## src/rtl/register_scoreboard.sv

```systemverilog
// Per-register outstanding-write counters between decode issue and writeback.
// Flags RAW contention for the two decode read ports and blocks issue on a saturated counter.
module register_scoreboard #(
    parameter int NUM_REGISTERS           = 32,
    parameter int REGISTER_INDEXING_WIDTH = $clog2(NUM_REGISTERS),
    parameter int PENDING_WIDTH           = 2
) (
    input  logic                               clk,
    input  logic                               rst,
    input  logic [REGISTER_INDEXING_WIDTH-1:0] query_1,
    output logic                               query_1_contended,
    input  logic [REGISTER_INDEXING_WIDTH-1:0] query_2,
    output logic                               query_2_contended,
    input  logic                               issue_valid,
    input  logic [REGISTER_INDEXING_WIDTH-1:0] issue_register,
    input  logic                               issue_register_valid,
    output logic                               issue_ready,
    input  logic                               writeback_valid,
    input  logic [REGISTER_INDEXING_WIDTH-1:0] writeback_register,
    input  logic                               flush,
    output logic                               any_pending,
    output logic                               underflow_error
);

    localparam logic [PENDING_WIDTH-1:0] PENDING_MAX = {PENDING_WIDTH{1'b1}};
    localparam logic [PENDING_WIDTH-1:0] PENDING_ONE = PENDING_WIDTH'(1);

    logic [PENDING_WIDTH-1:0] pending_q [NUM_REGISTERS];
    logic [PENDING_WIDTH-1:0] pending_d [NUM_REGISTERS];
    logic                     underflow_error_q;
    logic                     underflow_error_d;

    logic inc;
    logic dec;

    // Readiness looks only at registered state; a same-cycle writeback is not credited.
    assign issue_ready = !issue_register_valid
                      || (issue_register == '0)
                      || (pending_q[issue_register] != PENDING_MAX);

    assign inc = issue_valid && issue_register_valid && (issue_register != '0) && issue_ready;
    assign dec = writeback_valid && (writeback_register != '0);

    always_comb begin
        logic inc_hit;
        logic dec_hit;
        underflow_error_d = underflow_error_q;
        for (int i = 0; i < NUM_REGISTERS; i++) begin
            pending_d[i] = pending_q[i];
            inc_hit      = inc && (issue_register == REGISTER_INDEXING_WIDTH'(i));
            dec_hit      = dec && (writeback_register == REGISTER_INDEXING_WIDTH'(i));
            if (flush) begin
                pending_d[i] = '0;
            end else if (inc_hit && !dec_hit) begin
                pending_d[i] = pending_q[i] + PENDING_ONE;
            end else if (dec_hit && !inc_hit) begin
                if (pending_q[i] != '0) begin
                    pending_d[i] = pending_q[i] - PENDING_ONE;
                end else begin
                    underflow_error_d = 1'b1;
                end
            end
        end
        pending_d[0] = '0;
    end

    always_ff @(posedge clk) begin
        if (rst) begin
            for (int i = 0; i < NUM_REGISTERS; i++) begin
                pending_q[i] <= '0;
            end
            underflow_error_q <= 1'b0;
        end else begin
            for (int i = 0; i < NUM_REGISTERS; i++) begin
                pending_q[i] <= pending_d[i];
            end
            underflow_error_q <= underflow_error_d;
        end
    end

    always_comb begin
        any_pending = 1'b0;
        for (int i = 0; i < NUM_REGISTERS; i++) begin
            any_pending = any_pending | (pending_q[i] != '0);
        end
    end

    assign query_1_contended = (pending_q[query_1] != '0);
    assign query_2_contended = (pending_q[query_2] != '0);
    assign underflow_error   = underflow_error_q;

endmodule

```

## config.mk

```make
export PLATFORM = sky130hd
export DESIGN_NAME = register_scoreboard
export DESIGN_NICKNAME = d
export VERILOG_FILES = /design/src/rtl/register_scoreboard.sv
export SDC_FILE = /design/constraint.sdc
export NUM_CORES = 1
export LEC_CHECK = 0
export CORE_ASPECT_RATIO = 1.5
export CORE_MARGIN = 2
export CORE_UTILIZATION = 55
export DETAILED_ROUTE_END_ITERATION = 10
export GPL_TIMING_DRIVEN = 0
export HOLD_SLACK_MARGIN = 0.12
export PLACE_DENSITY = 0.74
export SYNTH_ARGS = -nofsm -noshare
export SYNTH_HDL_FRONTEND = slang
export SYNTH_SLANG_ARGS = --single-unit
export TNS_END_PERCENT = 100
```

## constraint.sdc

```tcl
create_clock -name clk -period 6.5 [get_ports clk]
set_input_delay 0.975 -clock clk [delete_from_list [all_inputs] [get_ports clk]]
set_output_delay 0.975 -clock clk [all_outputs]
set_load 0.1 [all_outputs]
```

==> results of run 1 <==
==> kinds of logic after synthesis <==
kind of cell               Yosys count  share of synthesized area, %
AOI/OAI and AO/OA                  180                          15.7
muxes                               33                          11.5
adders and majority gates           62                          12.6
xor gates and xnor gates             1                         0.142
and+or+nand+nor                    385                          34.0
DFF                                 63                          20.4
buffers and inverters               78                          5.62
==> registers in the layout, summed over array words and instances, names as in the netlist <==
name,flops
pending_q,62
underflow_error,1
==> routing by layer <==
metal / up-vias / wire (um) / track usage [%]
li1: 2980 / - / -
met1: 3068 / 7990 / 40.2
met2: 308 / 10600 / 62.1
met3: 91 / 1380 / 5.49
met4: 0 / 1740 / 26.9
met5: - / 0 / 0
==> report_power, final <==
group          leakage (nW)  switching [mW]  internal (mW)
Sequential            0.507        0.000481          0.387
Combinational          2.08          0.0867         0.0441
Clock                 0.158           0.206          0.356
Total                  2.75           0.293          0.787
==> final cells by class <==
cell class	instances	share of cell area [%]
multi-input cells	661	65.7
clock buffers	11	3.64
flip-flops and latches	63	18.2
well taps	147	2.65
plain buffers	38	2.83
inverters	40	2.16
clock inverters	5	1.15
repair buffers	26	3.75
==> worst min path at each step <==
stage	start	end	cells after the start	slack [ns]
6_report	pending_q[5][0]	pending_q[5][0]	2	0.52
5_1_grt	pending_q[11][0]	pending_q[11][0]	2	0.55
4_1_cts	pending_q[5][0]	pending_q[5][0]	2	0.52
3_5_place_dp	pending_q[16][0]	pending_q[16][0]	2	0.51
3_3_place_gp	pending_q[11][0]	pending_q[11][0]	2	0.50
2_1_floorplan	pending_q[29][0]	pending_q[29][0]	2	0.48
==> synthesized netlist by cell type, drive strengths merged, types with 5 or more instances <==
cell and count:
and3 16, nor2 82, and4 18, mux4 29, clkbuf 23, nand2b 5, nand3b 13, nor2b 67
nand2 74, a31oi 8, nand3 21, buf 15, nor4b 11, nor3b 27, nand4 27, a21oi 63
o21ai 92, ha 62, dfxtp 63, a211o 5, inv 40, nor3 15
==> tightest hold or removal path, delay by kind of cell (launching register included) <==
kind | cells | cell delay, ns
compound gates | 1 | 0.06
flops | 1 | 0.34
simple gates | 1 | 0.07
==> metrics by stage <==
| step | area (sq um) | cells | hold WS (ns) | utilization, % |
|---|---|---|---|---|
| floorplan | 6170 | 802 | 0.480 | - |
| global placement | 6610 | 975 | 0.500 | 60.1 |
| detailed placement | 6610 | 975 | 0.509 | 60.1 |
| CTS | 6950 | 991 | 0.522 | 63.2 |
| global route | 6950 | 991 | 0.549 | 63.2 |
| finish | 6950 | 991 | 0.521 | 63.2 |
==> results.md, run 1 <==
* Run status: finished, final reports clean
* GPL Wtd Cong at 1.03
* Worst setup startpoint: issue_register[1]
* Drt drc at 0
* Synth warnings at 0
* Register area share after synthesis at 20.4%
* Layout cells sized above 1 at 6.99%
* Row cnt at 47
* Area contributors post-synth: dfxtp_1 (20%), ha_1 (13%), mux4_2 (9.1%), o21ai_0 (7.5%), nor2b_1 (6.8%)
* WL/cell at 21.9 um
* Seq. cell area at 0.00126 sq mm
* Tot Pwr at 1.08 mW
* Delay-heaviest family, CP: buffers and inverters
* Critical Path RT at 5.52 ns
* Tmin final at 5.39 ns
* Unrepaired setup endpoints after global routing: false
* Critical Path, Cell by Cell: clkdlybuf4s50_1 > buf_2 > buf_2 > mux4_1 > a22oi_1 > nand3_1 > nand2_2 > buf_6 > o22a_1 > clkdlybuf4s50_1
* 1st-iter DRT viols at 574
* Crit. End Element: output pin
* Port bufs at 26
* Reg-to-Reg Start: pending_q[25][0]
* DRT Wirelength at 21700 um
* Most frequent cells in the layout: o21ai_0 (92), nor2_1 (82), nand2_1 (73)
* Core region area at 0.0110 sq mm
* Vias in the first global route at 6201
* Global-route wire length before repair at 33500 um
* Reg2Reg Capture Point: underflow_error
* Worst skew pair latency at 0.35 ns
* Critical Path Slowest Stage Cell: clkdlybuf4s50_1
* Worst Reg-to-Reg Cells at 12
* Max Cap Violations at 0
* Crit path max fanout at 10
* Via count at 6447
* Largest net degree at the start of global routing at 12
* Layout area overhead at 12.6%
* Final hold viol count at 0
* Overflow left after global routing at 0
* Setup crit start kind: input pin
* Clock Tree Root: clkbuf_16
* CP endpoint: issue_ready
* Flop2flop setup slack at 3.07 ns
* CTS tree: built
* HP Class: flop to flop
* Netlist Area Pre-Place at 0.00617 sq mm
* Detailed Place HPWL at 17000 um
* Worst Clk Skew at 0.00789 ns
* Distinct cells, synth at 45
* Antenna violations before repair at 0
* CP bufs+invs at 5
* Initial core utilization at 56.1%
* Cts repair resizes at 0
* Final worst slack at 1.11 ns
* Critical Path Max Stage Delay at 1.13 ns
* Fin nets at 927
* Cell count along the critical path at 10
* Slew headroom at 34.4%
* Die ar. at 0.0121 sq mm
* Vias per inst at 6.51
* CP Class: input pin to output pin
* Area leader, netlist: dfxtp_1
* Fmax at 0.186 GHz
* Yosys top cell area share at 20.4%
* Clk sinks at 63
* Reg clk slew, reported paths at 0.06 ns
* Final period utilization at 82.9%
* Synth Instances at 802
* Post-synth ARST share at 0%
* Worst endpoint data arrival time at 4.41 ns
* #FFs+latches synth at 63
* Ports at 31
* Remaining antenna violation count at 0
* Postcts setup bufs at 0
* Die height at 134 um
* Final setup violation count at 0
* Number of diodes at 0
* Total Routing Usage GR at 36.2%
* Maximum VDD drop at 120 uV
* Worst slack, placed at 1.18 ns
* CTS Buf Count at 9
* Multi-input gate area in the final layout at 0.00456 sq mm
* Predominant post-synthesis flop cell: dfxtp_1
* Leakage Power at 2.75 nW
* Pwr dens at 155 mW/mm^2
* CTS Buffer Depth at 2
* Most common cell after layout, fill and taps aside: o21ai_0
* Synth Area per Inst at 7.69 sq um
* CTS Hold Buffers Added at 0
* 1st-pass router iterations at 5
* Die X at 90.5 um
* EDFF count, synth at 0
* Max Slew Vio Count at 0
* Worst Tran Pin Value at 0.980 ns
* Syn Nets at 890
* H-tree depth at 3
* Setup TNS at 0 ns
* Filler instances at 1027
(Power assumes the default switching activity.)
==> run 2: changes to the inputs <==
clock period = 5.1 ns   (was 6.5 ns; I/O delays follow)
==> results of run 2 <==
Same layout as run 1 (identical final DEF). Status: finished, final reports clean.
Among the figures that moved: setup slack after placement 1.18 ns -> 0.204 ns; setup slack after layout 1.11 ns -> 0.134 ns; register-to-register setup slack 3.07 ns -> 1.67 ns; total power 1.08 mW -> 1.38 mW; worst IR drop on VDD 120 uV -> 153 uV
